$ cat src/rtl/addsub_pkg.sv
// Shared types and sizing helpers for the digit-serial add/subtract unit.
package addsub_pkg;

    typedef enum logic [1:0] {
        IDLE = 2'd0,
        RUN  = 2'd1,
        DONE = 2'd2
    } state_t;

    typedef enum logic {
        OP_ADD = 1'b0,
        OP_SUB = 1'b1
    } op_t;

    function automatic int calcNdig(input int width, input int digit);
        return width / digit;
    endfunction

    // One spare bit so the counter never needs a zero-width vector when NDIG == 1.
    function automatic int calcCntW(input int ndig);
        return $clog2(ndig) + 1;
    endfunction

endpackage

$ cat src/rtl/digit_adder.sv
// Combinational DIGIT-bit ripple adder; also reports the carry into its top bit
// so the caller can form the signed-overflow flag on the last digit.
module digit_adder
    import addsub_pkg::*;
#(
    parameter int DIGIT = 4
) (
    input  logic [DIGIT-1:0] x,
    input  logic [DIGIT-1:0] y,
    input  logic             cin,
    output logic [DIGIT-1:0] sum,
    output logic             cout,
    output logic             c_msb_in
);

    logic [DIGIT:0] carryChain;

    always_comb begin
        sum        = '0;
        carryChain = '0;
        carryChain[0] = cin;
        for (int i = 0; i < DIGIT; i++) begin
            sum[i]          = x[i] ^ y[i] ^ carryChain[i];
            carryChain[i+1] = (x[i] & y[i]) | (carryChain[i] & (x[i] ^ y[i]));
        end
    end

    assign cout     = carryChain[DIGIT];
    assign c_msb_in = carryChain[DIGIT-1];

endmodule

$ cat src/rtl/digit_serial_addsub.sv
// WIDTH-bit add/subtract processed DIGIT bits per cycle, LSB first, with registered
// result and NZCV flags that only change on the single-cycle DONE update.
module digit_serial_addsub
    import addsub_pkg::*;
#(
    parameter int WIDTH = 16,
    parameter int DIGIT = 4
) (
    input  logic             clk,
    input  logic             rst_n,
    input  logic             start,
    input  logic             op,
    input  logic [WIDTH-1:0] a,
    input  logic [WIDTH-1:0] b,
    output logic             busy,
    output logic             done,
    output logic [WIDTH-1:0] result,
    output logic             flag_n,
    output logic             flag_z,
    output logic             flag_c,
    output logic             flag_v,
    output logic [1:0]       stateDbg
);

    localparam int NDIG  = calcNdig(WIDTH, DIGIT);
    localparam int CNT_W = calcCntW(NDIG);

    if ((DIGIT < 1) || ((WIDTH % DIGIT) != 0)) begin : gBadParams
        $error("digit_serial_addsub: WIDTH must be a positive multiple of DIGIT");
    end

    state_t             state, stateNext;
    logic               accept;
    logic               lastDigit;
    logic [CNT_W-1:0]   digitCnt;
    logic [WIDTH-1:0]   aSh, bSh, acc, accNext, sumWide;
    logic               carry;
    logic [DIGIT-1:0]   digSum;
    logic               digCout, digCmsb;
    op_t                opSel;

    assign opSel     = op_t'(op);
    assign lastDigit = (digitCnt == CNT_W'(NDIG - 1));

    // Valid/ready: a request is taken when start=1 and the unit is not in RUN;
    // start during RUN is dropped, never queued.
    always_comb begin
        stateNext = state;
        accept    = 1'b0;
        case (state)
            IDLE: begin
                if (start) begin
                    stateNext = RUN;
                    accept    = 1'b1;
                end
            end
            RUN: begin
                if (lastDigit) stateNext = DONE;
            end
            DONE: begin
                if (start) begin
                    stateNext = RUN;
                    accept    = 1'b1;
                end else begin
                    stateNext = IDLE;
                end
            end
            default: stateNext = IDLE;
        endcase
    end

    always_ff @(posedge clk) begin
        if (!rst_n) state <= IDLE;
        else        state <= stateNext;
    end

    digit_adder #(.DIGIT(DIGIT)) uDigitAdder (
        .x        (aSh[DIGIT-1:0]),
        .y        (bSh[DIGIT-1:0]),
        .cin      (carry),
        .sum      (digSum),
        .cout     (digCout),
        .c_msb_in (digCmsb)
    );

    // New digit enters from the MSB side; after NDIG shifts the word is aligned.
    assign sumWide = WIDTH'(digSum);
    assign accNext = (acc >> DIGIT) | (sumWide << (WIDTH - DIGIT));

    always_ff @(posedge clk) begin
        if (!rst_n) begin
            aSh      <= '0;
            bSh      <= '0;
            acc      <= '0;
            carry    <= 1'b0;
            digitCnt <= '0;
            result   <= '0;
            flag_n   <= 1'b0;
            flag_z   <= 1'b0;
            flag_c   <= 1'b0;
            flag_v   <= 1'b0;
        end else if (accept) begin
            aSh      <= a;
            bSh      <= (opSel == OP_SUB) ? ~b : b;
            carry    <= (opSel == OP_SUB);
            acc      <= '0;
            digitCnt <= '0;
        end else if (state == RUN) begin
            aSh      <= aSh >> DIGIT;
            bSh      <= bSh >> DIGIT;
            acc      <= accNext;
            carry    <= digCout;
            digitCnt <= digitCnt + 1'b1;
            if (lastDigit) begin
                result <= accNext;
                flag_n <= accNext[WIDTH-1];
                flag_z <= (accNext == '0);
                flag_c <= digCout;
                flag_v <= digCmsb ^ digCout;
            end
        end
    end

    assign busy     = (state == RUN);
    assign done     = (state == DONE);
    assign stateDbg = state;

endmodule

$ cat config.mk
export PLATFORM = sky130hd
export DESIGN_NAME = digit_serial_addsub
export DESIGN_NICKNAME = d
export VERILOG_FILES = /design/src/rtl/addsub_pkg.sv /design/src/rtl/digit_adder.sv /design/src/rtl/digit_serial_addsub.sv
export SDC_FILE = /design/constraint.sdc
export NUM_CORES = 1
export LEC_CHECK = 0
export BUFFER_PORTS_ARGS = -buffer_cell sky130_fd_sc_hd__buf_2
export CAP_MARGIN = 20
export CORE_UTILIZATION = 40
export DETAILED_ROUTE_END_ITERATION = 10
export HOLD_SLACK_MARGIN = 0.12
export PLACE_DENSITY = 0.61
export SLEW_MARGIN = 20
export SYNTH_ARGS = -nofsm -noshare
export SYNTH_HDL_FRONTEND = slang
export SYNTH_SLANG_ARGS = --single-unit
export TNS_END_PERCENT = 20
$ cat constraint.sdc
create_clock -name clk -period 3.1 [get_ports clk]
set_input_delay 0.155 -clock clk [delete_from_list [all_inputs] [get_ports clk]]
set_output_delay 0.155 -clock clk [all_outputs]
set_load 0.1 [all_outputs]
==> impl_metrics.env, run 1 <==
export IMPL_ant_nets=0
export IMPL_cp_common_cell="fa_1"
export IMPL_clock_sinks=69
export IMPL_maxSlewHeadroom_pct=36.0
export IMPL_drtIter0Drc=119
export IMPL_ys_top_cells_by_area="dfxtp_1, nand2_1, a21oi_1"
export IMPL_final_hold_viol_count=0
export IMPL_synth_top_cell_area_share_pct=45.9
export IMPL_fin_skew_ns=0.00767
export IMPL_slew_violations=0
export IMPL_ctsRootBufferMaster="clkbuf_8"
export IMPL_cts_buffers=9
export IMPL_hpwlAfterDp_mm=3.99
export IMPL_drt_wl_total_mm=6.43
export IMPL_antenna_cells=0
export IMPL_cts_clk_slew_worst_paths_ns=0.07
export IMPL_insertion_delay_ns=0.35
export IMPL_cp_slowest_cell="fa_1"
export IMPL_grt_max_degree=54
export IMPL_setup_tns_ns=0
export IMPL_antenna_found_initial=0
export IMPL_cts_resized_gates=0
export IMPL_ir_worst_vdd_uv=219
export IMPL_cts_hold_buffers=18
export IMPL_fin_nets=448
export IMPL_htree_num_levels=3
export IMPL_critPathLaunchType="flop"
export IMPL_grt_pass1_vias=2287
export IMPL_globalplace_congestion=0.766
export IMPL_synth_common_cells="nand2_1, dfxtp_1, a21oi_1, nand3_1, xor2_1"
export IMPL_cts_tree="yes"
export IMPL_ys_flop_type="dfxtp_1"
export IMPL_critical_path_class="flop to flop"
export IMPL_cp_required_ns=3.34
export IMPL_cp_max_fo=3
export IMPL_grt_pass1_wl_mm=10.6
export IMPL_syn_mean_instance_area_um2=8.75
export IMPL_track_usage_pct=17.9
export IMPL_p_leak_nw=1.40
export IMPL_core_area_mm2=0.00725
export IMPL_vias=2523
export IMPL_setup_violations=0
export IMPL_slowest_delay_ns=0.53
export IMPL_ys_warn_count=0
export IMPL_ys_async_sr_fraction_pct=0
export IMPL_first_pass_iters=4
export IMPL_path_buf_inv=3
export IMPL_routed_via_density=4.95
export IMPL_yosys_register_bits=69
export IMPL_drc_errors=0
export IMPL_syn_area_mm2=0.00301
export IMPL_timing_final_crit_share_pct=76.5
export IMPL_die_area_mm2=0.00787
export IMPL_synth_most_common_cell="nand2_1"
export IMPL_status="finished, final reports clean"
export IMPL_chipHeight_um=88.7
export IMPL_die_w_um=88.7
export IMPL_cp_end_kind="flop"
export IMPL_synth_seq_area_share_pct=45.9
export IMPL_worstMarginPinSlew_ns=0.958
export IMPL_powerDensity_mw_per_mm2=534
export IMPL_start_util_pct=41.5
export IMPL_hold_class="input pin to flop"
export IMPL_rows=31
export IMPL_cap_viol_max_count=0
export IMPL_num_io_pins=60
export IMPL_placement_io_buffers=59
export IMPL_cp_data_arrival_time_ns=2.61
export IMPL_crit_family="adder cells"
export IMPL_synth_cells=344
export IMPL_synthDistinctLibCells=37
export IMPL_finalPower_w=0.00193
export IMPL_postCtsSetupBuffers=0
export IMPL_synth_edff_count=0
export IMPL_drive_gt1_share_pct=22.4
export IMPL_syn_num_nets=386
export IMPL_fin_crit_ns=2.37
export IMPL_synth_largest_area_cell="dfxtp_1"
export IMPL_crit_chain="inv_1 -> fa_1 -> inv_1 -> fa_1 -> fa_1 -> inv_1 -> fa_1 -> nand4_1 -> o41ai_1"
export IMPL_syn_to_final_growth_pct=20.3
export IMPL_n_fill_cell=734
export IMPL_rsz0062_at_grt="no"
export IMPL_cts_buffer_depth=2
export IMPL_wl_per_cell_um=12.6
export IMPL_fmax_mhz=422
export IMPL_grt_ovfl_total=0
-- routing by layer --
layer	GRT usage, %	vias to the layer above	share of wire (%)	wire length, µm
met5	0	-	0	0
met4	5.72	0	1.2	78
met3	5.69	8	4.5	287
met2	30.6	56	48	3100
met1	21.3	1158	46	2960
li1	-	1301	-	-
-- where the power goes --
group / internal [W] / total, W / switching (W)
logic: 0.000105 / 0.000268 / 0.000163
registers: 0.000928 / 0.000953 / 0.0000254
clock network: 0.000370 / 0.000711 / 0.000341
-- state kept, by name, summed over array words and instances, names as in the netlist --
signal    flops
aSh          16
acc          12
bSh          16
carry         1
digitCnt      3
flag_c        1
flag_v        1
flag_z        1
result       16
stateDbg      2
-- layout by cell type (no fill, tap or decap), types with 3 or more instances in the layout --
cell type      instances
inv_1                  8
a211oi_1               3
dlygate4sd3_1         18
nor3_1                 9
a211oi_2               4
a21oi_1               49
a22oi_1               15
xor2_1                16
nand3_1               24
o22ai_1                4
nor4_1                 3
a311oi_2               4
nand2_1               71
nor2_1                14
buf_2                 59
fa_1                   4
dfxtp_1               69
clkbuf_8               9
-- worst register-to-register path: cells and delay by family (launching register included) --
kind | cells | cell delay [ns]
adder cells (fa/ha/maj) | 4 | 1.34
AND/OR/NAND/NOR | 1 | 0.11
buffers and inverters | 3 | 0.19
flip-flops | 1 | 0.33
AO/OA/AOI/OAI | 1 | 0.30
-- kinds of logic (layout without fill, tap and decap cells) --
family | Yosys count | after routing | share of synthesized area (%)
XOR/XNOR | 18 | 18 | 5.24
buffers and inverters | 38 | 105 | 8.15
AO/OA/AOI/OAI | 83 | 83 | 18.1
adder cells (fa/ha/maj) | 6 | 6 | 3.49
flip-flops | 69 | 69 | 45.9
AND/OR/NAND/NOR | 130 | 130 | 19.1
-- metrics by stage --
step	utilization [%]	cell area (µm²)	hold WS, ns	worst slack, ns	cells
floorplan	-	3010	0.290	0.540	344
global placement	44.8	3250	0.396	0.791	476
detailed placement	44.8	3250	0.404	0.752	476
CTS	49.9	3620	0.121	0.714	510
global route	49.9	3620	0.150	0.519	510
finish	49.9	3620	0.142	0.729	510
-- layout make-up --
class                   instances  area, µm²  area share (%)
multi-input cells             237       1390            38.3
flip-flops and latches         69       1380            38.2
repair buffers                 79        490            13.5
clock buffers                  10        128            3.53
well taps                      99        124            3.42
clock inverters                 6       63.8            1.76
inverters                      10       45.0            1.24
-- path summary, 6_finish.rpt --
check                 start   endpoint  slack (ns)  cells after the start
hold / removal         a[6]     aSh[6]        0.14                      3
setup reg to reg     aSh[0]     flag_z        0.73                      9
hold reg to reg   result[2]  result[2]        0.45                      2
setup / recovery     aSh[0]     flag_z        0.73                      9
No activity file was read; power rests on OpenSTA's default activity.
==> run 2, diff against run 1 <==
--- a/config.mk
+++ b/config.mk
@@ -5,6 +5,7 @@
 export SDC_FILE = /design/constraint.sdc
 export NUM_CORES = 1
 export LEC_CHECK = 0
+export ABC_AREA = 1
 export BUFFER_PORTS_ARGS = -buffer_cell sky130_fd_sc_hd__buf_2
 export CAP_MARGIN = 20
 export CORE_UTILIZATION = 40
==> constraint.sdc (replaced) <==
create_clock -name clk -period 2.47 [get_ports clk]
set_input_delay 0.1235 -clock clk [delete_from_list [all_inputs] [get_ports clk]]
set_output_delay 0.1235 -clock clk [all_outputs]
set_load 0.1 [all_outputs]
==> impl_metrics.env, run 2 <==
export IMPL_grt_max_degree=42
export IMPL_ys_top_cells_by_area="dfxtp_1, nand2_1, a21oi_1"
export IMPL_synth_common_cells="nand2_1, dfxtp_1, a21oi_1, nor2_1, o21ai_0"
export IMPL_final_cell_count_no_fill=558
export IMPL_num_io_pins=60
export IMPL_cp_max_fo=2
export IMPL_synth_most_common_cell="nand2_1"
export IMPL_synth_edff_count=0
export IMPL_maxSlewHeadroom_pct=60.2
export IMPL_drc_errors=0
export IMPL_share_comb_of_total_power_pct=14.7
export IMPL_synth_seq_area_share_pct=44.7
export IMPL_p_int_w=0.00194
export IMPL_setup_tns_ns=0
export IMPL_syn_mean_instance_area_um2=8.07
export IMPL_die_w_um=89.9
export IMPL_final_hold_viol_count=0
export IMPL_globalplace_congestion=0.731
export IMPL_wl_per_cell_um=12.3
export IMPL_core_area_mm2=0.00737
export IMPL_fin_crit_ns=2.39
export IMPL_synth_largest_area_cell="dfxtp_1"
export IMPL_chipHeight_um=89.9
export IMPL_cts_clk_slew_worst_paths_ns=0.07
export IMPL_cp_required_ns=2.73
export IMPL_drive_gt1_share_pct=25.9
export IMPL_antenna_found_initial=0
export IMPL_ant_nets=0
export IMPL_critPathLaunchType="flop"
export IMPL_layout_common_cells="nand2_1, dfxtp_1, buf_2"
export IMPL_fin_nets=496
export IMPL_setup_violations=0
export IMPL_insertion_delay_ns=0.34
export IMPL_synthDistinctLibCells=24
export IMPL_p_leak_nw=1.64
export IMPL_placement_io_buffers=59
export IMPL_cp_data_arrival_time_ns=2.65
export IMPL_ys_async_sr_fraction_pct=0
export IMPL_cts_tree="yes"
export IMPL_grt_ovfl_total=0
export IMPL_syn_area_mm2=0.00309
export IMPL_syn_num_nets=425
export IMPL_hpwlAfterDp_mm=4.61
export IMPL_fmax_mhz=419
export IMPL_vias=2657
export IMPL_power_switching_w=0.000674
export IMPL_grt_pass1_wl_mm=11.5
export IMPL_grt_pass1_vias=2420
export IMPL_reg_top3="aSh x16, bSh x16, result x16"
export IMPL_powerDensity_mw_per_mm2=691
export IMPL_whs_ns=0.131
export IMPL_first_pass_iters=4
export IMPL_synth_top_cell_area_share_pct=44.7
export IMPL_cp_end_kind="flop"
export IMPL_fin_skew_ns=0.00782
export IMPL_cap_viol_max_count=0
export IMPL_critical_path_class="flop to flop"
export IMPL_status="finished, final reports clean"
export IMPL_drtIter0Drc=128
export IMPL_ys_warn_count=0
export IMPL_slew_violations=0
export IMPL_clock_sinks=69
export IMPL_syn_to_final_growth_pct=22.4
export IMPL_htree_num_levels=3
export IMPL_start_util_pct=41.9
export IMPL_final_common_cell="nand2_1"
export IMPL_yosys_register_bits=69
export IMPL_cts_buffer_depth=2
export IMPL_placedCellCount=523
export IMPL_hold_class="input pin to flop"
export IMPL_switching_share_pct=25.8
export IMPL_antenna_cells=0
export IMPL_ir_worst_vdd_uv=432
export IMPL_rows=31
export IMPL_routed_via_density=4.76
export IMPL_worstMarginPinSlew_ns=0.597
export IMPL_track_usage_pct=17.9
export IMPL_timing_final_crit_share_pct=96.6
export IMPL_ys_flop_type="dfxtp_1"
export IMPL_ctsRootBufferMaster="clkbuf_8"
export IMPL_clockPowerShare_pct=39.2
export IMPL_cts_buffers=9
export IMPL_seqPwrFrac_pct=46.1
export IMPL_synth_cells=383
export IMPL_drt_wl_total_mm=6.88
export IMPL_die_area_mm2=0.00808
## run 2: cell count changes in the layout (fill, tap and decap cells not counted), sizes merged, moves of 5 or more
cell,before,now
buf,61,66
inv,10,24
nand3,24,12
a311oi,5,0
o21ai,1,33
a22oi,15,0
nand2,72,108
nor2,15,28
## run 2: routing by layer
metal	part of all wire, %	GRT usage (%)	vias up
met5	0	0	-
met4	1.1	4.44	0
met3	4.5	5.67	7
met2	46	29.2	58
met1	48	23.1	1208
li1	-	-	1384
## run 2: final cells by class
class,count,area (µm²)
clock buffer,12,155
timing repair buffer,83,518
sequential,69,1380
fill,738,3590
inverter,24,95.1
tap,99,124
multi-input combinational,267,1440
clock inverter,4,70.1
## run 2: final timing paths
path | startpoint | endpoint | slack [ns] | cells past startpoint
setup reg to reg | aSh[0] | acc[15] | 0.08 | 10
hold reg to reg | aSh[4] | aSh[4] | 0.46 | 2
hold / removal | a[4] | aSh[4] | 0.13 | 3
setup / recovery | aSh[0] | acc[15] | 0.08 | 10
## run 2: critical path, cell delays in order, from the launching register on
cell and delay, ns:
dfxtp_2 0.32, inv_2 0.05, fa_2 0.20, inv_2 0.04
fa_2 0.35, fa_2 0.39, inv_2 0.07, fa_1 0.43
buf_4 0.15, buf_4 0.13, a211oi_2 0.19
## run 2: cells by family (layout without fill, tap and decap cells)
logic type / count (synthesis) / after routing / synth area share [%]
simple gates: 156 / 156 / 21.0
compound gates: 91 / 91 / 17.9
flops: 69 / 69 / 44.7
buf+inv: 47 / 123 / 9.07
xor+xnor: 14 / 14 / 3.97
fa+ha+maj: 6 / 6 / 3.40
## run 2: power by group through the flow
stage | sequential, W | combinational, W | clock, W
after floorplan | 0.00123 | 0.000281 | 0
after global placement | 0.00123 | 0.000350 | 0
after detailed placement | 0.00123 | 0.000355 | 0
after CTS | 0.00120 | 0.000376 | 0.00105
after global routing | 0.00121 | 0.000434 | 0.00111
final | 0.00120 | 0.000384 | 0.00103
## run 2: timing repair
item / CTS / global route
setup buffers: 0 / 2
gates resized for setup: 0 / 9
endpoints found under the hold margin: 17 / 0
hold buffers: 17 / 0
endpoints found under the setup margin: 0 / 2
## run 2: metrics by stage
stage | power [W] | area (µm²) | worst slack [ns] | util, %
2_1_floorplan | 0.00151 | 3090 | 0.202 | -
3_3_place_gp | 0.00158 | 3360 | 0.175 | 45.6
3_5_place_dp | 0.00158 | 3360 | 0.127 | 45.6
4_1_cts | 0.00263 | 3760 | 0.120 | 51.0
5_1_grt | 0.00275 | 3780 | -0.0143 | 51.3
6_report | 0.00261 | 3780 | 0.0834 | 51.3
